`config.mk`:
```
export PLATFORM = sky130hd
export DESIGN_NAME = traffic_light_monitor
export DESIGN_NICKNAME = d
export VERILOG_FILES = /design/src/rtl/traffic_light_monitor.sv
export SDC_FILE = /design/constraint.sdc
export NUM_CORES = 1
export LEC_CHECK = 0
export ABC_AREA = 1
export ABC_CLOCK_PERIOD_IN_PS = 3500
export CORE_ASPECT_RATIO = 1.25
export CORE_MARGIN = 1
export CORE_UTILIZATION = 45
export DETAILED_ROUTE_END_ITERATION = 12
export PLACE_DENSITY_LB_ADDON = 0.12
export SKIP_LAST_GASP = 1
export SLEW_MARGIN = 20
export SYNTH_ARGS = -nofsm -noshare
export SYNTH_HDL_FRONTEND = slang
export SYNTH_SLANG_ARGS = --single-unit
```
`constraint.sdc`:
```
create_clock -name clk_i -period 3.5 [get_ports clk_i]
set_clock_uncertainty 0.1 [all_clocks]
set_input_delay 0.7 -clock clk_i [delete_from_list [all_inputs] [get_ports clk_i]]
set_output_delay 0.7 -clock clk_i [all_outputs]
set_load 0.05 [all_outputs]
```
`src/rtl/traffic_light_monitor.sv`:
```
// Passive lamp-side checker for the traffic-light controller.
// Decodes {red,orange,green} each clock, tracks phase order and per-phase
// duration, and reports lock, completed periods and the first fault cause.
module traffic_light_monitor #(
  parameter int unsigned RED_LEN    = 2,
  parameter int unsigned RED_OR_LEN = 1,
  parameter int unsigned GREEN_LEN  = 8,
  parameter int unsigned ORANGE_LEN = 2,
  parameter int unsigned CNT_W      = 16,
  parameter bit          RESYNC     = 1'b0
) (
  input  logic             clk_i,
  input  logic             rst_i,
  input  logic             red_i,
  input  logic             orange_i,
  input  logic             green_i,
  output logic [2:0]       phase_o,
  output logic             locked_o,
  output logic             cycle_done_o,
  output logic [CNT_W-1:0] cycle_count_o,
  output logic             fault_o,
  output logic [2:0]       fault_code_o
);

  // state     | meaning
  // ST_SYNC   | waiting for an orange->red edge to lock on
  // ST_RED    | tracking red-only
  // ST_RED_OR | tracking red+orange
  // ST_GREEN  | tracking green-only
  // ST_ORANGE | tracking orange-only
  // ST_FAULT  | violation seen; terminal unless RESYNC
  typedef enum logic [2:0] {
    ST_SYNC   = 3'd0,
    ST_RED    = 3'd1,
    ST_RED_OR = 3'd2,
    ST_GREEN  = 3'd3,
    ST_ORANGE = 3'd4,
    ST_FAULT  = 3'd5
  } state_t;

  localparam logic [2:0] P_RED    = 3'b100;
  localparam logic [2:0] P_RED_OR = 3'b110;
  localparam logic [2:0] P_GREEN  = 3'b001;
  localparam logic [2:0] P_ORANGE = 3'b010;

  localparam logic [3:0] L_RED    = 4'(RED_LEN);
  localparam logic [3:0] L_RED_OR = 4'(RED_OR_LEN);
  localparam logic [3:0] L_GREEN  = 4'(GREEN_LEN);
  localparam logic [3:0] L_ORANGE = 4'(ORANGE_LEN);

  localparam logic [2:0] C_NONE    = 3'd0;
  localparam logic [2:0] C_ILLEGAL = 3'd1;
  localparam logic [2:0] C_ORDER   = 3'd2;
  localparam logic [2:0] C_SHORT   = 3'd3;
  localparam logic [2:0] C_LONG    = 3'd4;

  state_t           state_q, state_d;
  logic [3:0]       dur_q, dur_d;
  logic [2:0]       prev_q;
  logic [2:0]       phase_q, phase_d;
  logic             locked_q, locked_d;
  logic             cycle_done_q, cycle_done_d;
  logic [CNT_W-1:0] cycle_count_q, cycle_count_d;
  logic             fault_q, fault_d;
  logic [2:0]       fault_code_q, fault_code_d;

  logic [2:0] pat;
  logic       legal;
  logic [2:0] cur_pat, succ_pat;
  logic [3:0] cur_len;
  state_t     succ_st;
  logic [2:0] cause;
  logic       wrap;

  assign pat   = {red_i, orange_i, green_i};
  assign legal = (pat == P_RED) || (pat == P_RED_OR) || (pat == P_GREEN) || (pat == P_ORANGE);

  // State, duration counter, previous pattern and registered outputs
  always_ff @(posedge clk_i) begin
    if (rst_i) begin
      state_q       <= ST_SYNC;
      dur_q         <= '0;
      prev_q        <= '0;
      phase_q       <= '0;
      locked_q      <= 1'b0;
      cycle_done_q  <= 1'b0;
      cycle_count_q <= '0;
      fault_q       <= 1'b0;
      fault_code_q  <= '0;
    end else begin
      state_q       <= state_d;
      dur_q         <= dur_d;
      prev_q        <= pat;
      phase_q       <= phase_d;
      locked_q      <= locked_d;
      cycle_done_q  <= cycle_done_d;
      cycle_count_q <= cycle_count_d;
      fault_q       <= fault_d;
      fault_code_q  <= fault_code_d;
    end
  end

  // Next state: priority illegal > same phase > successor > any other legal pattern
  always_comb begin
    state_d  = state_q;
    dur_d    = dur_q;
    cause    = C_NONE;
    wrap     = 1'b0;
    cur_pat  = P_RED;
    succ_pat = P_RED_OR;
    cur_len  = L_RED;
    succ_st  = ST_RED_OR;
    case (state_q)
      ST_RED_OR: begin cur_pat = P_RED_OR; succ_pat = P_GREEN;  cur_len = L_RED_OR; succ_st = ST_GREEN;  end
      ST_GREEN:  begin cur_pat = P_GREEN;  succ_pat = P_ORANGE; cur_len = L_GREEN;  succ_st = ST_ORANGE; end
      ST_ORANGE: begin cur_pat = P_ORANGE; succ_pat = P_RED;    cur_len = L_ORANGE; succ_st = ST_RED;    end
      default:   begin cur_pat = P_RED;    succ_pat = P_RED_OR; cur_len = L_RED;    succ_st = ST_RED_OR; end
    endcase
    case (state_q)
      ST_SYNC: begin
        if (prev_q == P_ORANGE && pat == P_RED) begin
          state_d = ST_RED;
          dur_d   = 4'd1;
        end
      end
      ST_RED, ST_RED_OR, ST_GREEN, ST_ORANGE: begin
        if (!legal) begin
          cause = C_ILLEGAL;
        end else if (pat == cur_pat) begin
          if (dur_q == cur_len) cause = C_LONG;
          else                  dur_d = dur_q + 4'd1;
        end else if (pat == succ_pat) begin
          if (dur_q != cur_len) begin
            cause = C_SHORT;
          end else begin
            state_d = succ_st;
            dur_d   = 4'd1;
            wrap    = (state_q == ST_ORANGE);
          end
        end else begin
          cause = C_ORDER;
        end
        if (cause != C_NONE) state_d = ST_FAULT;
      end
      ST_FAULT: begin
        if (RESYNC) state_d = ST_SYNC;
      end
      default: state_d = ST_SYNC;
    endcase
  end

  // Output values for the upcoming state, registered above
  always_comb begin
    phase_d       = 3'd0;
    locked_d      = 1'b0;
    if (state_d == ST_RED || state_d == ST_RED_OR || state_d == ST_GREEN || state_d == ST_ORANGE) begin
      phase_d  = state_d;
      locked_d = 1'b1;
    end
    cycle_done_d  = wrap;
    cycle_count_d = cycle_count_q;
    if (wrap && cycle_count_q != {CNT_W{1'b1}}) cycle_count_d = cycle_count_q + 1'b1;
    fault_d       = fault_q | (cause != C_NONE);
    fault_code_d  = (fault_code_q == C_NONE) ? cause : fault_code_q;
  end

  assign phase_o       = phase_q;
  assign locked_o      = locked_q;
  assign cycle_done_o  = cycle_done_q;
  assign cycle_count_o = cycle_count_q;
  assign fault_o       = fault_q;
  assign fault_code_o  = fault_code_q;

endmodule
```
==> results of run 1 <==
[metal layers]
metal / up-vias / GRT usage (%)
li1: 991 / -
met1: 888 / 24.2
met2: 52 / 40.9
met3: 11 / 4.92
met4: 0 / 11.1
met5: - / 0
[worst paths after layout]
path / to / from / depth (start not counted)
min: fault_code_o[0] / fault_code_o[0] / 2
max: cycle_count_o[2] / red_i / 11
max reg2reg: cycle_count_o[10] / cycle_count_o[0] / 7
min reg2reg: fault_code_o[0] / fault_code_o[0] / 2
[critical path, stage by stage]
cell and delay (ps):
clkdlybuf4s50_1 550, inv_1 100, nand2_1 70, nand2_1 50, inv_1 50, nand2_1 90
nor2_4 120, and3_2 340, nand2_1 320, nand2_1 150, a21oi_1 70
[state kept, by name, indices dropped and copies added, names as in the netlist]
signal and flops:
fault_code_o 3, prev_q 3, cycle_done_o 1, locked_o 1, cycle_count_o 16, fault_o 1, phase_o 3, dur_q 4
state_q 3
[stage by stage]
stage / setup WS, ps / hold WS (ps) / total power (W) / cell area [µm²]
global route: 768 / 386 / 0.000986 / 2410
detailed placement: 680 / 358 / 0.000527 / 2280
floorplan: 1520 / 399 / 0.000497 / 1950
global placement: 733 / 356 / 0.000528 / 2280
finish: 949 / 366 / 0.000948 / 2410
CTS: 989 / 368 / 0.000957 / 2410
[cells in the mapped netlist, drive strengths merged]
cell and number:
inv 35, o31ai 1, nand2 66, xnor2 5, nand4 7, ha 2
buf 3, dfxtp 35, xor2 11, nor3 12, o21ai 10, nor4 2
and3 1, clkbuf 4, nand3 38, nor2 29, a21oi 25
[power breakdown]
group          total (W)  switching (W)  internal, W  leakage [nW]
combinational   0.000103      0.0000712    0.0000321         0.594
clock           0.000429       0.000144     0.000285        0.0654
sequential      0.000416     0.00000828     0.000408         0.283
[cell type report]
type	instances	share of cell area [%]
multi-input cells	209	44.8
flip-flops and latches	35	29.0
repair buffers	30	12.3
inverters	35	5.44
clock buffers	6	3.01
well taps	56	2.90
clock inverters	2	2.49
[cell families (layout without fill, tap and decap cells)]
family / count (synthesis) / in the layout
AND/OR/NAND/NOR: 155 / 155
buffers and inverters: 42 / 73
AO/OA/AOI/OAI: 36 / 36
flip-flops: 35 / 35
XOR/XNOR: 16 / 16
adder cells (fa/ha/maj): 2 / 2
==> metrics, run 1 <==
first drt pass iteration count 4; syn_area_per_cell just under 7 µm²; endpoints failing setup 0; RSZ-0062 raised after global routing no; htree depth 2; max-cap violations 0; fill count ~410; fin crit period between 2000 and 3000 ps; cts hold-fix bufs 0; DR WL met3 around 170 µm; largest net degree at the start of global routing 27; Max FO, Critical Path 13; fraction of layout cells with a size suffix above 1 under 10%; row cnt 26; post-synth net total 293; Clock Path Buffers 2; Post-Syn Area slightly below 2000 µm²; FF+latch count, synth 35; setup repair bufs after CTS 0; flop2flop setup slack around 1100 ps; status complete, no violations; Slew Viols, Final 0; data required time of the worst path about 3600 ps; WL/cell 12.5 µm; post-cts resize count 0; crit path DAT roughly 2600 ps; commonest non-fill, non-tap cell in the layout nand2_1; CTS sink count 35; total grt overflow 0; final WL around 4700 µm; Hold Crit Class flop to flop; M1 WL between 1500 and 2000 µm; crit end category flop; antenna violations before repair 0; setup TNS 0 ps; Vias/cell about 5.2; Clk pin slew, worst setup/hold paths about 70 ps; multi-input logic area between 1000 and 1500 µm²; Starting Density a little under half; Seq/Total Area, Yosys between 30% and 40%; power density cells between 300 and 400 nW/µm²; vias in the first global route about 1,700; clock latency on the worst-skew pair 290 ps; area growth from synthesis to layout 23.7%; Highest Signal Layer met4; Mapped Cells roughly 290; WL met2 approximately 2400 µm; DP Wirelength 3410 µm; Final #Nets around 320; Final period util between 70 and 80%; die height around 76 µm; Yosys cell types 26; most frequent cells in the layout nand2_1, nand3_1, dfxtp_1, inv_1, clkdlybuf4s50_1; VDD IR max roughly 0.22 mV; leakage power between 0.9 and 1 nW; RD Place Congestion about 0.9; die width ~61 µm; Port-buffer cells 29; die area between 4000 and 5000 µm²; worst-margin pin slew between 500 and 600 ps; Reg area 701 µm²; yosys warns 0; vias after detailed routing just under 2,000; startpoint class of the critical path primary input; endpoints failing hold 0; Synth top area share between 30% and 40%; root buf cell clkbuf_8; largest family of logic cells by synthesized area simple AND/OR/NAND/NOR gates; global-route wire length before repair 7610 µm; proportion of synthesized area in mux cells 0%; CTS tree done; Final ANT Viol Nets 0; adder-cell share of the synthesized area approximately 1.3%; post-synth top area cell dfxtp_1; final core utilization about three fifths; detailed-route DRC error count 0; FMAX 0.392 GHz; kind of critical path primary input to flop; Slew headroom between 60% and 70%; post-synthesis simple-gate area fraction 37.4%; fin cells 373; CTS Buf Count 5; synth top area cells dfxtp_1, nand2_1, nand3_1; GRT Resource Usage Total between 20% and 30%; post-synthesis compound-gate area fraction 9.55%; ANT cells 0; Core Area 4130 µm²; initial DRC count about 120; fraction of synthesized cell area in xor and xnor cells between 7 and 8%; I/O pin total 30; placed insts around 370
(Power assumes the default switching activity.)
==> inputs of run 2 (changes only) <==
Settings changed: ABC_CLOCK_PERIOD_IN_PS 3500 to 2600.
Clock period 3.5 ns to 2.6 ns, I/O delays scaled along.
==> metrics, run 2 (synthesized netlist as in run 1, its figures left out) <==
row cnt 26 (unchanged); area growth from synthesis to layout 22.4%; fin cells 376 (+0.80%); vias after detailed routing 1,945 (+0.15%); cts hold-fix bufs 0 (unchanged); htree depth 2 (unchanged); power density cells 453 nW/µm² (+15%); initial DRC count 101 (-14%); Vias/cell 5.17 (-0.64%); WL/cell 12.0 µm (-3.7%); placed inst area 2300 µm² (+0.99%); met3 usage 5.26% (+0.34 points); ANT cells 0 (unchanged); crit path DAT 1580 ps (-1030 ps); RSZ-0062 raised after global routing no; global routing's busiest layer met2; vias in the first global route 1,799 (+2.9%); Worst path slowest cell clkdlybuf4s50_1; endpoints failing hold 0 (unchanged); clock latency on the worst-skew pair 290 ps (about the same); total grt overflow 0 (unchanged); Sw Ratio 28.0% (+4.4 points); met2 usage 40.8% (-0.12 points); reg2reg path depth 8 (+1); CTS tree done; first drt pass iteration count 4 (unchanged); Reg power frac 51.7% (+7.8 points); GRT Resource Usage Total 22.0% (-0.52 points); Slew headroom 65.9% (+5.0 points); DP Wirelength 3520 µm (+3.0%); placed insts 368 (+0.82%); status complete, no violations; Port-buffer cells 29 (unchanged); CTS sink count 35 (unchanged); post-cts resize count 0 (unchanged); Pint 0.000780 W (+7.7%); commonest non-fill, non-tap cell in the layout nand2_1; data required time of the worst path 1980 ps (-1580 ps); antenna violations before repair 0 (unchanged); fill count 429 (+5.7%); crit end category primary output; die width 60.9 µm (unchanged); die height 75.6 µm (unchanged); Slowest Stage Delay on Critical Path 840 ps (+290 ps); Clk pin slew, worst setup/hold paths 70 ps (about the same); net switching power 0.000303 W (+35%); Final period util 84.5%; Core Area 4130 µm² (unchanged); FMAX 0.455 GHz; Overall Power 0.00108 W (+14%); RD Place Congestion 0.885 (-0.54%); Comb power frac 12.9% (+2.0 points); power share of the clock group 35.4% (-9.8 points); Final Cell Area 2390 µm² (-1.0%); worst-margin pin slew 511 ps (-74.8 ps); Slew Viols, Final 0 (unchanged); met1 Resource Use GR 21.4% (-2.8 points); kind of critical path flop to primary output; fin crit period about 2200 ps; final WL 4520 µm (-2.9%); most frequent cells in the layout nand2_1, nand3_1, dfxtp_1, inv_1, clkdlybuf4s50_1; largest net degree at the start of global routing 16 (-41%); global-route wire length before repair 7380 µm (-3.0%); setup repair bufs after CTS 0 (unchanged); Max FO, Critical Path 6 (-7); endpoints failing setup 0 (unchanged); Hold Path Cell Cnt 2 (unchanged); setup TNS 0 ps (unchanged); max-cap violations 0 (unchanged); startpoint class of the critical path flop; detailed-route DRC error count 0 (unchanged); leakage power 0.933 nW (-0.99%); max reg flops 16 (unchanged); crit path cell chain clkdlybuf4s50_1; CP top delay family buffers and inverters; Final #Nets 326 (+0.93%); Clock Path Buffers 2 (unchanged); Worst Path Buf+Inv 1 (-2); fraction of layout cells with a size suffix above 1 8.13% (+0.87 points); Final ANT Viol Nets 0 (unchanged); VDD IR max 0.338 mV (+55%); die area 4610 µm² (unchanged); Worst path depth 1 (-10); Hold Crit Class flop to flop; root buf cell clkbuf_8; I/O pin total 30 (unchanged); CTS Buf Count 5 (unchanged); Starting Density 47.2% (unchanged)
[run 2: worst paths after layout]
kind | endpoint | slack [ps] | start
setup reg to reg | cycle_count_o[15] | 440 | state_q[1]
hold / removal | fault_code_o[1] | 370 | fault_code_o[1]
setup / recovery | cycle_count_o[11] | 400 | cycle_count_o[11]
hold reg to reg | fault_code_o[1] | 370 | fault_code_o[1]
[run 2: metal layers]
metal	wire length (µm)	share of wire (%)
met5	0	0
met4	151	3.3
met3	161	3.6
met2	2420	53
met1	1790	40
[run 2: area by class of cell]
type	count	area (µm²)	area share, %
Multi-Input combinational cell	209	1080	45.3
Tap cell	56	70.1	2.93
Timing Repair Buffer	33	320	13.4
Clock buffer	6	72.6	3.04
Clock inverter	2	12.5	0.524
Sequential cell	35	701	29.3
Inverter	35	131	5.50
[run 2: power by group through the flow]
stage | clock network (W) | logic (W) | registers, W
2_1_floorplan | 0 | 0.0000799 | 0.000589
3_3_place_gp | 0 | 0.000139 | 0.000572
3_5_place_dp | 0 | 0.000140 | 0.000572
4_1_cts | 0.000398 | 0.000140 | 0.000560
5_1_grt | 0.000427 | 0.000155 | 0.000562
6_report | 0.000384 | 0.000140 | 0.000560
[run 2: worst register-to-register path, cell delays in order (launching register included)]
cell,delay [ps]
dfxtp_1,540
nand3_1,210
nand2_1,100
nand3_1,90
nor2_2,250
and3_2,250
nand2_1,270
nand2_1,160
a21oi_1,70
[run 2: stage by stage]
stage	util, %	hold WS [ps]	setup WS, ps
2_1_floorplan	-	399	619
3_3_place_gp	55.8	355	193
3_5_place_dp	55.8	363	116
4_1_cts	57.8	373	395
5_1_grt	57.8	400	276
6_report	57.8	372	403
==> inputs of run 3 (changes only) <==
Settings changed: ABC_CLOCK_PERIOD_IN_PS 2600 to 2100.
Clock period 2.6 ns to 2.1 ns, I/O delays scaled along.
==> metrics, run 3 (synthesized netlist as in run 1, its figures left out) <==
die height 75.6 µm (unchanged); Core Area 4130 µm² (unchanged); max reg flops 16 (unchanged); Reg-to-Reg Start state_q[2]; fraction of layout cells with a size suffix above 1 17.6% (+9.5 points); CTS Buf Count 5 (unchanged); most frequent cells in the layout nand2_1, nand3_1, inv_1, dfxtp_1, buf_4; endpoints failing setup 0 (unchanged); multi-input logic area 1110 µm² (+2.2%); worst-margin pin slew 505 ps (-5.53 ps); Final ANT Viol Nets 0 (unchanged); leakage power 1.16 nW (+25%); area growth from synthesis to layout 34.2%; Reg area 703 µm² (+0.36%); startpoint class of the critical path flop; Port-buffer cells 29 (unchanged); data required time of the worst path 1580 ps (-400 ps); Slowest Stage Delay on Critical Path 820 ps (-20 ps); clock latency on the worst-skew pair 290 ps (about the same); commonest non-fill, non-tap cell in the layout nand2_1; Slew headroom 66.3% (+0.42 points); global-route wire length before repair 7860 µm (+6.4%); Setup WS post-layout 72.9 ps (-330 ps); Worst Hold Launch fault_code_o[1]; dpl ws -145 ps (-261 ps); setup TNS 0 ps (unchanged); die width 60.9 µm (unchanged); crit path DAT 1510 ps (-70 ps); max-cap violations 0 (unchanged); crit end category primary output; final WL 4770 µm (+5.7%); fill count 412 (-4.0%); Clock Path Buffers 2 (unchanged); row cnt 26 (unchanged); initial DRC count 82 (-19%); cts hold-fix bufs 0 (unchanged); Slew Viols, Final 0 (unchanged); total grt overflow 0 (unchanged); Final period util a little over nine tenths; GRT Resource Usage Total 23.3% (+1.3 points); CTS tree done; Max FO, Critical Path 4 (-2); Hold Crit Class flop to flop; Overall Power 0.00162 W (+50%); die area 4610 µm² (unchanged); Vias/cell 5.04 (-2.6%); detailed-route DRC error count 0 (unchanged); Final #Nets 347 (+6.4%); Clk pin slew, worst setup/hold paths 70 ps (about the same); crit path cell chain clkdlybuf4s50_1; I/O pin total 30 (unchanged); htree depth 2 (unchanged); largest net degree at the start of global routing 14 (-2); Worst setup startpoint cycle_count_o[14]; fin crit period between 2000 and 2500 ps; Worst path slowest cell clkdlybuf4s50_1; status complete, no violations; CP top delay family buffers and inverters; WL/cell 12.0 µm (about the same); DP Wirelength 3600 µm (+2.2%); power density cells 618 nW/µm² (+36%); kind of critical path flop to primary output; RD Place Congestion 0.916 (+3.4%); vias in the first global route 1,891 (+5.1%); VDD IR max 0.432 mV (+28%); vias after detailed routing 2,000 (+2.8%); ANT cells 0 (unchanged); CTS sink count 35 (unchanged); root buf cell clkbuf_8; first drt pass iteration count 4 (unchanged); endpoints failing hold 0 (unchanged); Worst Path Buf+Inv 1 (unchanged); antenna violations before repair 0 (unchanged); Starting Density 47.2% (unchanged); FMAX 0.493 GHz
==> run 3: changes by cell type in the layout (fill, tap and decap cells not counted), moves of 2 or more <==
cell / change
buf_4: +27
clkdlybuf4s50_1: -11
dlymetal6s2s_1: +5
bufinv_16: +2
dfxtp_1: -2
dfxtp_2: +2
nand3_1: -2
nand3_2: +2
==> run 3: area by class of cell <==
cell class	count	share of cell area (%)
Clock inverter	2	2.29
Timing Repair Buffer	54	18.2
Inverter	35	5.02
Sequential cell	35	26.9
Tap cell	56	2.68
Multi-Input combinational cell	209	42.2
Clock buffer	6	2.77
==> run 3: per-stage QoR <==
step | instance area [µm²] | hold slack [ps] | instances | utilization, %
final | 2620 | 365 | 397 | 63.4
after global routing | 2620 | 397 | 397 | 63.4
after CTS | 2580 | 364 | 397 | 62.4
after detailed placement | 2450 | 354 | 389 | 59.2
after global placement | 2450 | 356 | 389 | 59.2
after floorplan | 1950 | 399 | 286 | -
==> run 3: power breakdown <==
| part | leakage, nW | internal [W] | switching, W |
|---|---|---|---|
| Sequential | 0.284 | 0.000680 | 0.0000136 |
| Combinational | 0.815 | 0.0000790 | 0.000130 |
| Clock | 0.0654 | 0.000474 | 0.000242 |
==> run 3: final timing paths <==
check	endpoint	slack (ps)	depth (start not counted)
worst min register to register	fault_code_o[1]	370	2
worst min-delay path	fault_code_o[1]	370	2
worst max-delay path	cycle_count_o[14]	70	1
worst max register to register	phase_o[0]	170	12
==> run 3: layer usage <==
| layer | GRT usage, % | part of all wire, % | vias to the layer above |
|---|---|---|---|
| li1 | - | - | 1043 |
| met3 | 4.92 | 2.7 | 16 |
| met4 | 13.6 | 3.8 | 0 |
| met2 | 43.2 | 53 | 40 |
| met1 | 23.6 | 41 | 901 |
| met5 | 0 | 0 | - |
==> run 3: what timing repair did <==
action | in CTS | in global routing
setup endpoints to repair | 0 | 32
resized for setup | 0 | 13
buffers inserted | 0 | 0
